**src/rtl/uart_pkg.sv**
```systemverilog
// Shared types and helpers for the UART transmit path.
package uart_pkg;

   localparam logic [1:0] PARITY_NONE = 2'd0;
   localparam logic [1:0] PARITY_EVEN = 2'd1;
   localparam logic [1:0] PARITY_ODD  = 2'd2;

   typedef enum logic [2:0] {
      ST_IDLE,
      ST_ARMED,
      ST_START,
      ST_DATA,
      ST_PAR,
      ST_STOP
   } uart_tx_state_t;

   // Zero-extension of narrower words is harmless: extra zeros do not change the XOR.
   function automatic logic parity_bit(input logic [8:0] d, input logic [1:0] mode);
      return (^d) ^ (mode == PARITY_ODD);
   endfunction

endpackage

```
**src/rtl/register.sv**
```systemverilog
// Enabled register with synchronous active-low clear.
module register #(
   parameter int W = 1
) (
   input  logic         clk,
   input  logic         rst,
   input  logic         en,
   input  logic [W-1:0] d,
   output logic [W-1:0] q
);

   always_ff @(posedge clk) begin
      if (!rst)
         q <= '0;
      else if (en)
         q <= d;
   end

endmodule

```
**src/rtl/shift_register_piso.sv**
```systemverilog
// Parallel-in serial-out right shifter; exposes the current and following LSB.
module shift_register_piso #(
   parameter int N = 8
) (
   input  logic         clk,
   input  logic         rst,
   input  logic         load,
   input  logic         shift,
   input  logic [N-1:0] d,
   output logic         lsb,
   output logic         lsb_next
);

   logic [N-1:0] q;

   always_ff @(posedge clk) begin
      if (!rst)
         q <= '0;
      else if (load)
         q <= d;
      else if (shift)
         q <= {1'b0, q[N-1:1]};
   end

   assign lsb      = q[0];
   assign lsb_next = q[1];

endmodule

```
**src/rtl/uart_tx_serializer.sv**
```systemverilog
// Tick-paced asynchronous serial transmitter: start, LSB-first data, optional parity, stop bits.
module uart_tx_serializer
   import uart_pkg::*;
#(
   parameter int         DATA_BITS = 8,
   parameter int         STOP_BITS = 1,
   parameter logic [1:0] PARITY    = PARITY_NONE
) (
   input  logic                 clk,
   input  logic                 rst,
   input  logic                 tick,
   input  logic [DATA_BITS-1:0] data,
   input  logic                 valid,
   output logic                 ready,
   output logic                 tx,
   output logic                 busy,
   output logic                 done
);

   localparam int BW = $clog2(DATA_BITS);

   uart_tx_state_t state, state_nx;
   logic           tx_q, tx_nx, done_q, done_nx, par_q;
   logic           load, shift, bit_clr, bit_inc, stop_clr, stop_inc;
   logic           sr_lsb, sr_next;
   logic [BW-1:0]  bit_cnt;
   logic           stop_cnt;
   logic           last_bit, last_stop, accept;

   shift_register_piso #(.N(DATA_BITS)) u_sr (
      .clk      (clk),
      .rst      (rst),
      .load     (load),
      .shift    (shift),
      .d        (data),
      .lsb      (sr_lsb),
      .lsb_next (sr_next)
   );

   register #(.W(BW)) u_bit_cnt (
      .clk (clk),
      .rst (rst),
      .en  (bit_clr | bit_inc),
      .d   (bit_clr ? '0 : bit_cnt + BW'(1)),
      .q   (bit_cnt)
   );

   register #(.W(1)) u_stop_cnt (
      .clk (clk),
      .rst (rst),
      .en  (stop_clr | stop_inc),
      .d   (stop_clr ? 1'b0 : ~stop_cnt),
      .q   (stop_cnt)
   );

   assign last_bit  = (bit_cnt == BW'(DATA_BITS - 1));
   assign last_stop = (stop_cnt == 1'(STOP_BITS - 1));
   // Ready opens on the final stop tick too, so a waiting word chains with no idle gap.
   assign ready     = rst & ((state == ST_IDLE) | ((state == ST_STOP) & last_stop & tick));
   assign accept    = valid & ready;
   assign busy      = (state != ST_IDLE);
   assign tx        = tx_q;
   assign done      = done_q;

   always_ff @(posedge clk) begin
      if (!rst) begin
         state  <= ST_IDLE;
         tx_q   <= 1'b1;
         done_q <= 1'b0;
         par_q  <= 1'b0;
      end else begin
         state  <= state_nx;
         tx_q   <= tx_nx;
         done_q <= done_nx;
         if (load)
            par_q <= parity_bit(9'(data), PARITY);
      end
   end

   always_comb begin
      state_nx = state;
      tx_nx    = tx_q;
      done_nx  = 1'b0;
      load     = 1'b0;
      shift    = 1'b0;
      bit_clr  = 1'b0;
      bit_inc  = 1'b0;
      stop_clr = 1'b0;
      stop_inc = 1'b0;
      case (state)
         ST_IDLE: if (accept) begin
            load     = 1'b1;
            state_nx = ST_ARMED;
         end
         ST_ARMED: if (tick) begin
            tx_nx    = 1'b0;
            state_nx = ST_START;
         end
         ST_START: if (tick) begin
            tx_nx    = sr_lsb;
            bit_clr  = 1'b1;
            state_nx = ST_DATA;
         end
         ST_DATA: if (tick) begin
            if (last_bit) begin
               stop_clr = 1'b1;
               if (PARITY != PARITY_NONE) begin
                  tx_nx    = par_q;
                  state_nx = ST_PAR;
               end else begin
                  tx_nx    = 1'b1;
                  state_nx = ST_STOP;
               end
            end else begin
               shift   = 1'b1;
               bit_inc = 1'b1;
               tx_nx   = sr_next;
            end
         end
         ST_PAR: if (tick) begin
            tx_nx    = 1'b1;
            stop_clr = 1'b1;
            state_nx = ST_STOP;
         end
         ST_STOP: if (tick) begin
            if (last_stop) begin
               done_nx = 1'b1;
               if (accept) begin
                  load     = 1'b1;
                  tx_nx    = 1'b0;
                  state_nx = ST_START;
               end else begin
                  state_nx = ST_IDLE;
               end
            end else begin
               stop_inc = 1'b1;
            end
         end
         default: state_nx = ST_IDLE;
      endcase
   end

endmodule

```
**config.mk**
```make
export PLATFORM = sky130hd
export DESIGN_NAME = uart_tx_serializer
export DESIGN_NICKNAME = d
export VERILOG_FILES = /design/src/rtl/uart_pkg.sv /design/src/rtl/register.sv /design/src/rtl/shift_register_piso.sv /design/src/rtl/uart_tx_serializer.sv
export SDC_FILE = /design/constraint.sdc
export NUM_CORES = 1
export LEC_CHECK = 0
export BUFFER_PORTS_ARGS = -buffer_cell sky130_fd_sc_hd__buf_2
export CORE_ASPECT_RATIO = 1.2
export CORE_MARGIN = 4
export CORE_UTILIZATION = 45
export CTS_CLUSTER_SIZE = 24
export DETAILED_ROUTE_END_ITERATION = 7
export PLACE_DENSITY_LB_ADDON = 0.05
export REMOVE_ABC_BUFFERS = 1
export SYNTH_ARGS = -nofsm -noshare
export SYNTH_HDL_FRONTEND = slang
export SYNTH_HIERARCHICAL = 1
export SYNTH_SLANG_ARGS = --single-unit
```
**constraint.sdc**
```tcl
create_clock -name clk -period 5.37 [get_ports clk]
set_clock_uncertainty 0.05 [all_clocks]
set_input_delay 0 -clock clk [delete_from_list [all_inputs] [get_ports clk]]
set_output_delay 0 -clock clk [all_outputs]
set_load 0.1 [all_outputs]
```
==> impl_metrics.csv <==
group,metric,value,unit
timing,post-route-period-util,0.3811,
placed_design,hpwl,1.371,mm
timing,relSlewSlack,0.6702,
critical_path,worstSetupStartpointType,"flip-flop",
logic_synthesis,netlist_instances,110,
logic_synthesis,ys_seq_area_frac,0.3230,
logic_synthesis,synth_top_family_by_area,"simple AND/OR/NAND/NOR gates",
logic_synthesis,synth-simple-area-share,0.2589,
power,finalPower,0.0002889,W
timing,worstMarginPinSlew,494.7,ps
global_route,grt_max_degree,20,
global_route,grt.total_usage,0.1350,
timing,finalCriticalPeriod,2047,ps
timing,holdWs,47.42,ps
outcome,status,"finished, final reports clean",
die,coreArea,2140,sq um
power,vdd_drop_max,122.3,uV
logic_synthesis,yosys_warnings,6,
clock_network,clk_transition_reported_paths,100,ps
critical_path,cp_max_fo,16,
logic_synthesis,synth-compound-area-share,0.1948,
placed_design,placed_cells,149,
layout,stdcell_count,161,
logic_synthesis,muxShareOfSynthArea,0.1378,
routing,ant_nets,0,
routing,vias,829,
layout,n_antenna_cell,0,
timing,setup_tns,0,ps
clock_network,cts_num_sinks,17,
logic_synthesis,synth_area,1054,sq um
global_route,grt_pass1_vias,787,
clock_network,cts_tree,"yes",
global_route,overflow,0,
timing,finalHoldViolations,0,
logic_synthesis,syn_area_per_cell,9.577,sq um
critical_path,end_kind,"flip-flop",
clock_network,cts_setup_buffers,0,
routing,wl,1.913,mm
timing,rsz0062_at_grt,"false",
clock_network,clk_path_buf_depth,2,
placed_design,placed_cell_area,1116,sq um
logic_synthesis,synth-xor-area-share,0,
placed_design,portBuffers,15,
layout,layout_commonest_cell,"dfxtp_1",
layout,final_area,1222,sq um
power,p_per_area,236.3,nW/um^2
clock_network,clk-insertion-delay-late,280,ps
global_route,grt_pass1_wl,3.215,mm
routing,via_per_inst,5.149,
clock_network,htreeDepth,1,
layout,fin_nets,146,
global_route,antenna_found_initial,0,
clock_network,cts_made_buffers,3,
die,dieArea,3183,sq um
clock_network,cts-root-buf,"clkbuf_4",
timing,fmax,488.6,MHz
routing,route.detailed.drc,0,
logic_synthesis,yosys_most_used_dff,"dfxtp_1",
placed_design,gp_congestion,0.8431,
layout,drive_gt1_frac,0.2443,
layout,syn_to_final_growth,16.03,%
critical_path,worstPathArrival,2180,ps
logic_synthesis,ys_top_cells_by_area,"dfxtp_1 32%, mux2_4 10%, nand2b_1 7.1%",
logic_synthesis,synthAdderAreaFrac,0.02375,
power,leakagePower,0.5457,nW
die,ios,16,
logic_synthesis,synthArstFlopShare,0,
timing,finalSetupViolations,0,
routing,firstDrtPassIters,4,
critical_path,reg2reg_slack,3320,ps
critical_path,crit_required,5510,ps
min_path,hp-class,"in -> reg",
die,rows,18,
routing,wl_per_cell,11.88,um
critical_path,crit_type,"reg -> reg",
logic_synthesis,yosysTopAreaCell,"dfxtp_1",
logic_synthesis,yosysUniqueCellTypes,34,
layout,layout_common_cells,"17 x dfxtp_1, 15 x buf_2, 12 x nand2b_1, 9 x nand2_1",
logic_synthesis,synth_edf_count,0,
logic_synthesis,synth_top_cell_area_share,0.3230,
timing,report.final.slew_viol_count,0,
die,start_util,0.4924,
routing,drtIter0Drc,9,
die,die_w,52.17,um
logic_synthesis,synth.ff_latch_count,17,
flow_run,maxCapViolations,0,
die,die_h,61.01,um
per-stage QoR:
stage,utilization,setup slack [ps]
5_1_grt,0.5713,3095
2_1_floorplan,-,2382
6_report,0.5713,3323
3_3_place_gp,0.5216,3406
4_1_cts,0.5713,3299
3_5_place_dp,0.5216,3303
final timing paths:
check / endpoint / from / depth (start not counted)
max: u_sr/q[7] / state[0] / 6
min: u_sr/q[4] / rst / 2
max reg2reg: u_sr/q[7] / state[0] / 6
min reg2reg: u_bit_cnt/q[1] / u_bit_cnt/q[1] / 2
power breakdown:
| part | switching, W | internal [W] | total, W |
|---|---|---|---|
| Clock | 0.0000370 | 0.0000288 | 0.0000658 |
| Sequential | 0.00000920 | 0.000134 | 0.000143 |
| Combinational | 0.0000464 | 0.0000333 | 0.0000797 |
| Total | 0.0000926 | 0.000196 | 0.000289 |
per-layer routing:
metal | track usage | up-vias | part of all wire
met5 | 0 | - | 0
met4 | 0.07299 | 0 | 0.0089
li1 | - | 438 | -
met2 | 0.2226 | 13 | 0.48
met1 | 0.1684 | 376 | 0.48
met3 | 0.02211 | 2 | 0.038
final cells by class:
| class | instances | area (sq um) |
|---|---|---|
| Clock buffer | 4 | 26.28 |
| Fill cell | 209 | 917.1 |
| Inverter | 2 | 7.507 |
| Multi-Input combinational cell | 84 | 648.1 |
| Sequential cell | 17 | 340.3 |
| Tap cell | 30 | 37.54 |
| Timing Repair Buffer | 24 | 162.7 |
worst max-delay path, stage by stage (launching register included):
cell and delay [ps]:
dfxtp_1 600, nor2b_4 250, a31oi_1 110, nor3b_2 220, and2_1 470, or3b_1 190
a21boi_1 60
registers in the layout, indices dropped and copies added, names as in the netlist:
name and cells:
u_sr/q 8, u_bit_cnt/q 3, state 3, tx 1, done 1, u_stop_cnt/q 1
cell usage after synthesis (2+ instances only):
| cell type | n |
|---|---|
| nor3_1 | 3 |
| a31oi_1 | 2 |
| and2_1 | 2 |
| ha_1 | 2 |
| buf_6 | 3 |
| nand2_1 | 9 |
| and3_1 | 2 |
| a21oi_1 | 4 |
| nor2b_1 | 8 |
| mux2i_1 | 4 |
| o21ai_1 | 2 |
| mux2_4 | 7 |
| o22ai_1 | 4 |
| nand2b_1 | 12 |
| nor2_1 | 3 |
| buf_4 | 2 |
| dfxtp_1 | 17 |
| o211a_1 | 7 |
| inv_1 | 2 |
timing repair:
| item | in CTS | in global routing |
|---|---|---|
| hold endpoints to repair | 8 | 0 |
| hold buffers | 8 | 0 |
| gates resized for setup | 0 | 0 |
| setup endpoints to repair | 0 | 0 |
cells by family (layout without fill, tap and decap cells):
group / after synthesis / after routing
AOI/OAI and AO/OA: 26 / 26
buffers and inverters: 9 / 30
DFF: 17 / 17
muxes: 11 / 11
adders and majority gates: 2 / 2
and+or+nand+nor: 45 / 45
(Power assumes the default switching activity.)
